## config.mk

```make
export PLATFORM = sky130hd
export DESIGN_NAME = reg_file_wr_demux
export DESIGN_NICKNAME = d
export VERILOG_FILES = /design/src/rtl/reg_file_wr_demux.sv
export SDC_FILE = /design/constraint.sdc
export NUM_CORES = 2
export LEC_CHECK = 0
export CAP_MARGIN = 5
export CORE_MARGIN = 5
export CORE_UTILIZATION = 50
export DETAILED_ROUTE_END_ITERATION = 6
export DONT_BUFFER_PORTS = 1
export PLACE_DENSITY = 0.7
export SETUP_SLACK_MARGIN = 0.05
export SLEW_MARGIN = 20
export SYNTH_ARGS = -nofsm -noshare
export SYNTH_HDL_FRONTEND = slang
export SYNTH_SLANG_ARGS = --single-unit
```

## constraint.sdc

```tcl
create_clock -name clk -period 2.35 [get_ports clk]
set_clock_uncertainty 0.05 [all_clocks]
set_input_delay 0.235 -clock clk [delete_from_list [all_inputs] [get_ports clk]]
set_output_delay 0.235 -clock clk [all_outputs]
set_load 0.005 [all_outputs]
```

## src/rtl/reg_file_wr_demux.sv

```systemverilog
// rtl/reg_file_wr_demux.sv - register file with a 1-to-2**ADDR_W write demux and two combinational read ports
// Register 0 is hard-wired to zero. Optional write-to-read bypass is selected by BYPASS.
module reg_file_wr_demux #(
  parameter int DATA_W = 32,
  parameter int ADDR_W = 5,
  parameter int BYPASS = 1
) (
  input  logic              clk,
  input  logic              rst_n,
  input  logic              we,
  input  logic [ADDR_W-1:0] wa,
  input  logic [DATA_W-1:0] wd,
  input  logic [ADDR_W-1:0] ra1,
  input  logic [ADDR_W-1:0] ra2,
  output logic [DATA_W-1:0] rd1,
  output logic [DATA_W-1:0] rd2
);

  localparam int DEPTH = 2 ** ADDR_W;

  logic [DEPTH-1:0]  we_dec;
  logic [DATA_W-1:0] mem_q [DEPTH];

  // One-hot write select; entry 0 never enables so register 0 stays at its reset value.
  always_comb begin
    we_dec = '0;
    if (we && (wa != '0)) begin
      we_dec[wa] = 1'b1;
    end
  end

  for (genvar i = 0; i < DEPTH; i++) begin : g_reg
    always_ff @(posedge clk or negedge rst_n) begin
      if (!rst_n) begin
        mem_q[i] <= '0;
      end else if (we_dec[i]) begin
        mem_q[i] <= wd;
      end
    end
  end

  // The reset gate matters with bypass on: wd must not leak onto the read ports while rst_n is low.
  always_comb begin
    rd1 = mem_q[ra1];
    if ((BYPASS != 0) && we && (wa == ra1)) begin
      rd1 = wd;
    end
    if (!rst_n || (ra1 == '0)) begin
      rd1 = '0;
    end
  end

  always_comb begin
    rd2 = mem_q[ra2];
    if ((BYPASS != 0) && we && (wa == ra2)) begin
      rd2 = wd;
    end
    if (!rst_n || (ra2 == '0)) begin
      rd2 = '0;
    end
  end

endmodule

```

==> results.md <==
- Result of the run: finished with violations
- Violations in the final reports: slew limit, setup timing
- Clk_lat worst skew: 690 ps
- Yosys synthesis warning count: 0
- Endpoint of the lowest-slack register-to-register path: mem_q[895]
- Maximum number of pins on one net before global-route repair: 1026
- GRT Residual Overflow: 0
- TritonCTS clock tree: done
- Post-synthesis cell type count: 41
- Critical path's largest stage delay: 580 ps
- All-layer global routing usage: 28.4%
- Proportion of layout cells with a drive suffix above 1: 50.7%
- Setup slack, reg-to-reg: 1280 ps
- Number of violations reported at the end of detailed-routing iteration 0: 3562
- I/O Pins: 114
- CP max stage cell: sky130_fd_sc_hd__xnor2_1
- Port-buffer cells: 0
- Synthesized netlist net count: 3956
- Top flip-flop cell by instance count after synthesis: sky130_fd_sc_hd__dfrtp_1
- Leading registers by flop count: mem_q x1024
- Total number of vias: 36809
- Total power draw: 51.7 mW
- DR DRC count: 0
- Final Hold Viols: 0
- Achievable clock frequency: 293 MHz
- Post-detailed-placement half-perimeter wirelength: 94000 um
- Number of antenna violations at the first check in global routing: 1
- Mean Syn Cell Area: 14.1 um^2
- Critical-path maximum fanout: 321
- Post-synthesis sequential area ratio: 46.4%
- Class of the tightest hold or removal check: in2async
- Most frequently used cell type in the post-synthesis netlist: sky130_fd_sc_hd__dfrtp_1
- Setup repair after global routing missed its margin: true
- Post-synthesis register bit count: 1024
- Number of instances in the synthesized netlist: 3906
- Hold Slack: 56.1 ps
- Post-synth EDFFs: 0
- Min Tclk post-route: 3420 ps
- Maximum vdd ir drop: 723 uV
- Cell type with the largest total area after synthesis: sky130_fd_sc_hd__dfrtp_1
- Critical path startpoint category: primary input
- NumNets Final: 3891
- Register ranked first by flip-flop count: mem_q
- Die Outline Area: 117000 um^2
- CP Data Required Time: 2070 ps
- Root Driver: sky130_fd_sc_hd__clkbuf_16
- Capturing element type of the critical path: output pin
- TritonCTS buffer count: 111
- Remaining antenna violation count: 0
- Via/cell ratio: 6.80
- Synth top area share: 46.4%
- Worst Reg2Reg Path Length in Cells: 3
- Worst slew margin: -21.2%
- Average wire per cell in the routed design: 31.5 um
- Number of detailed-route iterations in the first pass: 5
- Starting density of the core: 50.5%
- Worst setup path category: in2out
- Data arrival time of the critical path: 3130 ps
- Critical Path, Cell by Cell: xnor2_1 -> nand4_1 -> nor2_2 -> nor3_2 -> buf_4 -> a221o_1
- Top post-synthesis cells by area: sky130_fd_sc_hd__dfrtp_1 46%, sky130_fd_sc_hd__mux2_2 20%, sky130_fd_sc_hd__mux4_2 14%
- Count of maximum capacitance violations: 0
- Static Leak: 27.0 nW
- Count of clock tree sinks: 1024
- Flip-flop count of the largest register after layout: 1024
- Number of global-route vias before repair: 37708
- Commonest cells in the netlist: 1024 x sky130_fd_sc_hd__dfrtp_1, 984 x sky130_fd_sc_hd__mux2_2, 355 x sky130_fd_sc_hd__mux4_2
- Y dimension of the die: 342 um
- Area of the mapped netlist: 55200 um^2
- Die width: 342 um
- Gp weighted congestion: 0.829
- Share of async-settable or async-resettable flops after synthesis: 100%
- Aggregate routed wire length: 170000 um
- Power density cells: 820 nW/um^2
- Clock slew seen by the registers of the worst setup and hold paths: 60 ps
- Number of setup violations in the final report: 64
- H-Tree Depth: 3
- FF-to-FF Start: mem_q[895]
- Area of the placeable core: 109000 um^2
- Wire length of the first global-routing pass: 250000 um
- Buffer levels on the longest clock path: 3
- Number of pins with negative max-slew slack in the final report: 119
- Final clock period utilization by the worst path: 145%
- Final WS setup: -1070 ps
- Number of placement rows: 121
- Worst Max-Slew Pin Slew: 1820 ps
- Area delta synth->final: 14.2%
==> metal layers <==
metal	GRT usage [%]	up-vias	part of all wire, %
met5	0	-	0
met4	10.8	0	4.1
met3	7.33	384	10
met2	43.9	1767	46
met1	39.0	19588	39
li1	-	15070	-
==> worst max-delay path by stage <==
stage / start / end / cells after the start
after CTS: mem_q[542] / rd1[30] / 6
after floorplan: ra1[2] / rd1[18] / 8
final: ra1[0] / rd1[11] / 6
after global routing: mem_q[542] / rd1[30] / 6
after detailed placement: ra2[0] / rd2[21] / 6
after global placement: rst_n / rd1[31] / 6
==> through the flow <==
| step | setup slack [ps] | setup TNS (ps) | instances | area (um^2) | util, % |
|---|---|---|---|---|---|
| finish | -1070 | -42840 | 5411 | 63000 | 57.7 |
| global route | -473 | -16970 | 5410 | 63000 | 57.7 |
| CTS | -418 | -14790 | 5365 | 62000 | 56.7 |
| detailed placement | 51.5 | 0 | 5072 | 56900 | 52.0 |
| global placement | -79.4 | -789 | 5072 | 56900 | 52.0 |
| floorplan | 234 | 0 | 3906 | 55200 | - |
==> cell usage in the layout (no fill, tap or decap), types with 5 or more instances in the layout <==
master,instances
sky130_fd_sc_hd__a21oi_1,16
sky130_fd_sc_hd__a21oi_2,15
sky130_fd_sc_hd__a221o_1,62
sky130_fd_sc_hd__a221oi_1,131
sky130_fd_sc_hd__a221oi_2,26
sky130_fd_sc_hd__a22oi_1,40
sky130_fd_sc_hd__a22oi_2,56
sky130_fd_sc_hd__a31oi_1,29
sky130_fd_sc_hd__buf_12,61
sky130_fd_sc_hd__buf_16,8
sky130_fd_sc_hd__buf_2,10
sky130_fd_sc_hd__buf_4,153
sky130_fd_sc_hd__buf_6,5
sky130_fd_sc_hd__clkbuf_1,22
sky130_fd_sc_hd__clkbuf_16,120
sky130_fd_sc_hd__clkbuf_8,36
sky130_fd_sc_hd__clkinv_2,22
sky130_fd_sc_hd__dfrtp_1,1024
sky130_fd_sc_hd__dlygate4sd3_1,33
sky130_fd_sc_hd__inv_1,6
sky130_fd_sc_hd__mux2_1,8
sky130_fd_sc_hd__mux2_2,984
sky130_fd_sc_hd__mux2i_1,316
sky130_fd_sc_hd__mux4_2,355
sky130_fd_sc_hd__nand2_1,36
sky130_fd_sc_hd__nand2_2,15
sky130_fd_sc_hd__nand2b_4,27
sky130_fd_sc_hd__nand3_1,37
sky130_fd_sc_hd__nor2_1,67
sky130_fd_sc_hd__nor2_4,18
sky130_fd_sc_hd__nor2b_4,5
sky130_fd_sc_hd__nor3_2,6
sky130_fd_sc_hd__o211ai_1,30
sky130_fd_sc_hd__o21ai_0,6
sky130_fd_sc_hd__o21ai_1,44
sky130_fd_sc_hd__o21ai_2,39
sky130_fd_sc_hd__o21ai_4,8
sky130_fd_sc_hd__xnor2_1,9
==> layout make-up <==
| class | instances | area, um^2 |
|---|---|---|
| Multi-Input combinational cell | 2421 | 28600 |
| Fill cell | 8570 | 46300 |
| Clock buffer | 173 | 3460 |
| Sequential cell | 1024 | 25600 |
| Clock inverter | 33 | 289 |
| Tap cell | 1476 | 1850 |
| Antenna cell | 1 | 2.50 |
| Inverter | 8 | 32.5 |
| Timing Repair Buffer | 275 | 3150 |
==> cells by family after synthesis <==
family | share of synthesized area [%]
multiplexers | 40.5
buffers and inverters | 3.99
XOR/XNOR | 0.159
flip-flops | 46.4
AND/OR/NAND/NOR | 2.05
AO/OA/AOI/OAI | 6.92
==> critical path, delay by kind of cell <==
| family | cells | cell delay [ps] |
|---|---|---|
| AND/OR/NAND/NOR | 3 | 820 |
| XOR/XNOR | 1 | 580 |
| AO/OA/AOI/OAI | 1 | 400 |
| buffers and inverters | 1 | 240 |
==> power breakdown <==
group	leakage, nW	switching (mW)	internal (mW)
combinational	12.0	4.02	6.45
sequential	13.1	2.35	21.0
clock	1.87	7.35	10.5
total	27.0	13.7	37.9
==> repair_timing <==
item	CTS	global route
setup endpoints to repair	64	64
endpoints found under the hold margin	2016	612
cloned	0	5
gates resized for setup	137	82
buffers inserted	55	20
pin swaps	122	49
hold buffers	35	17
No activity file was read; power rests on OpenSTA's default activity.
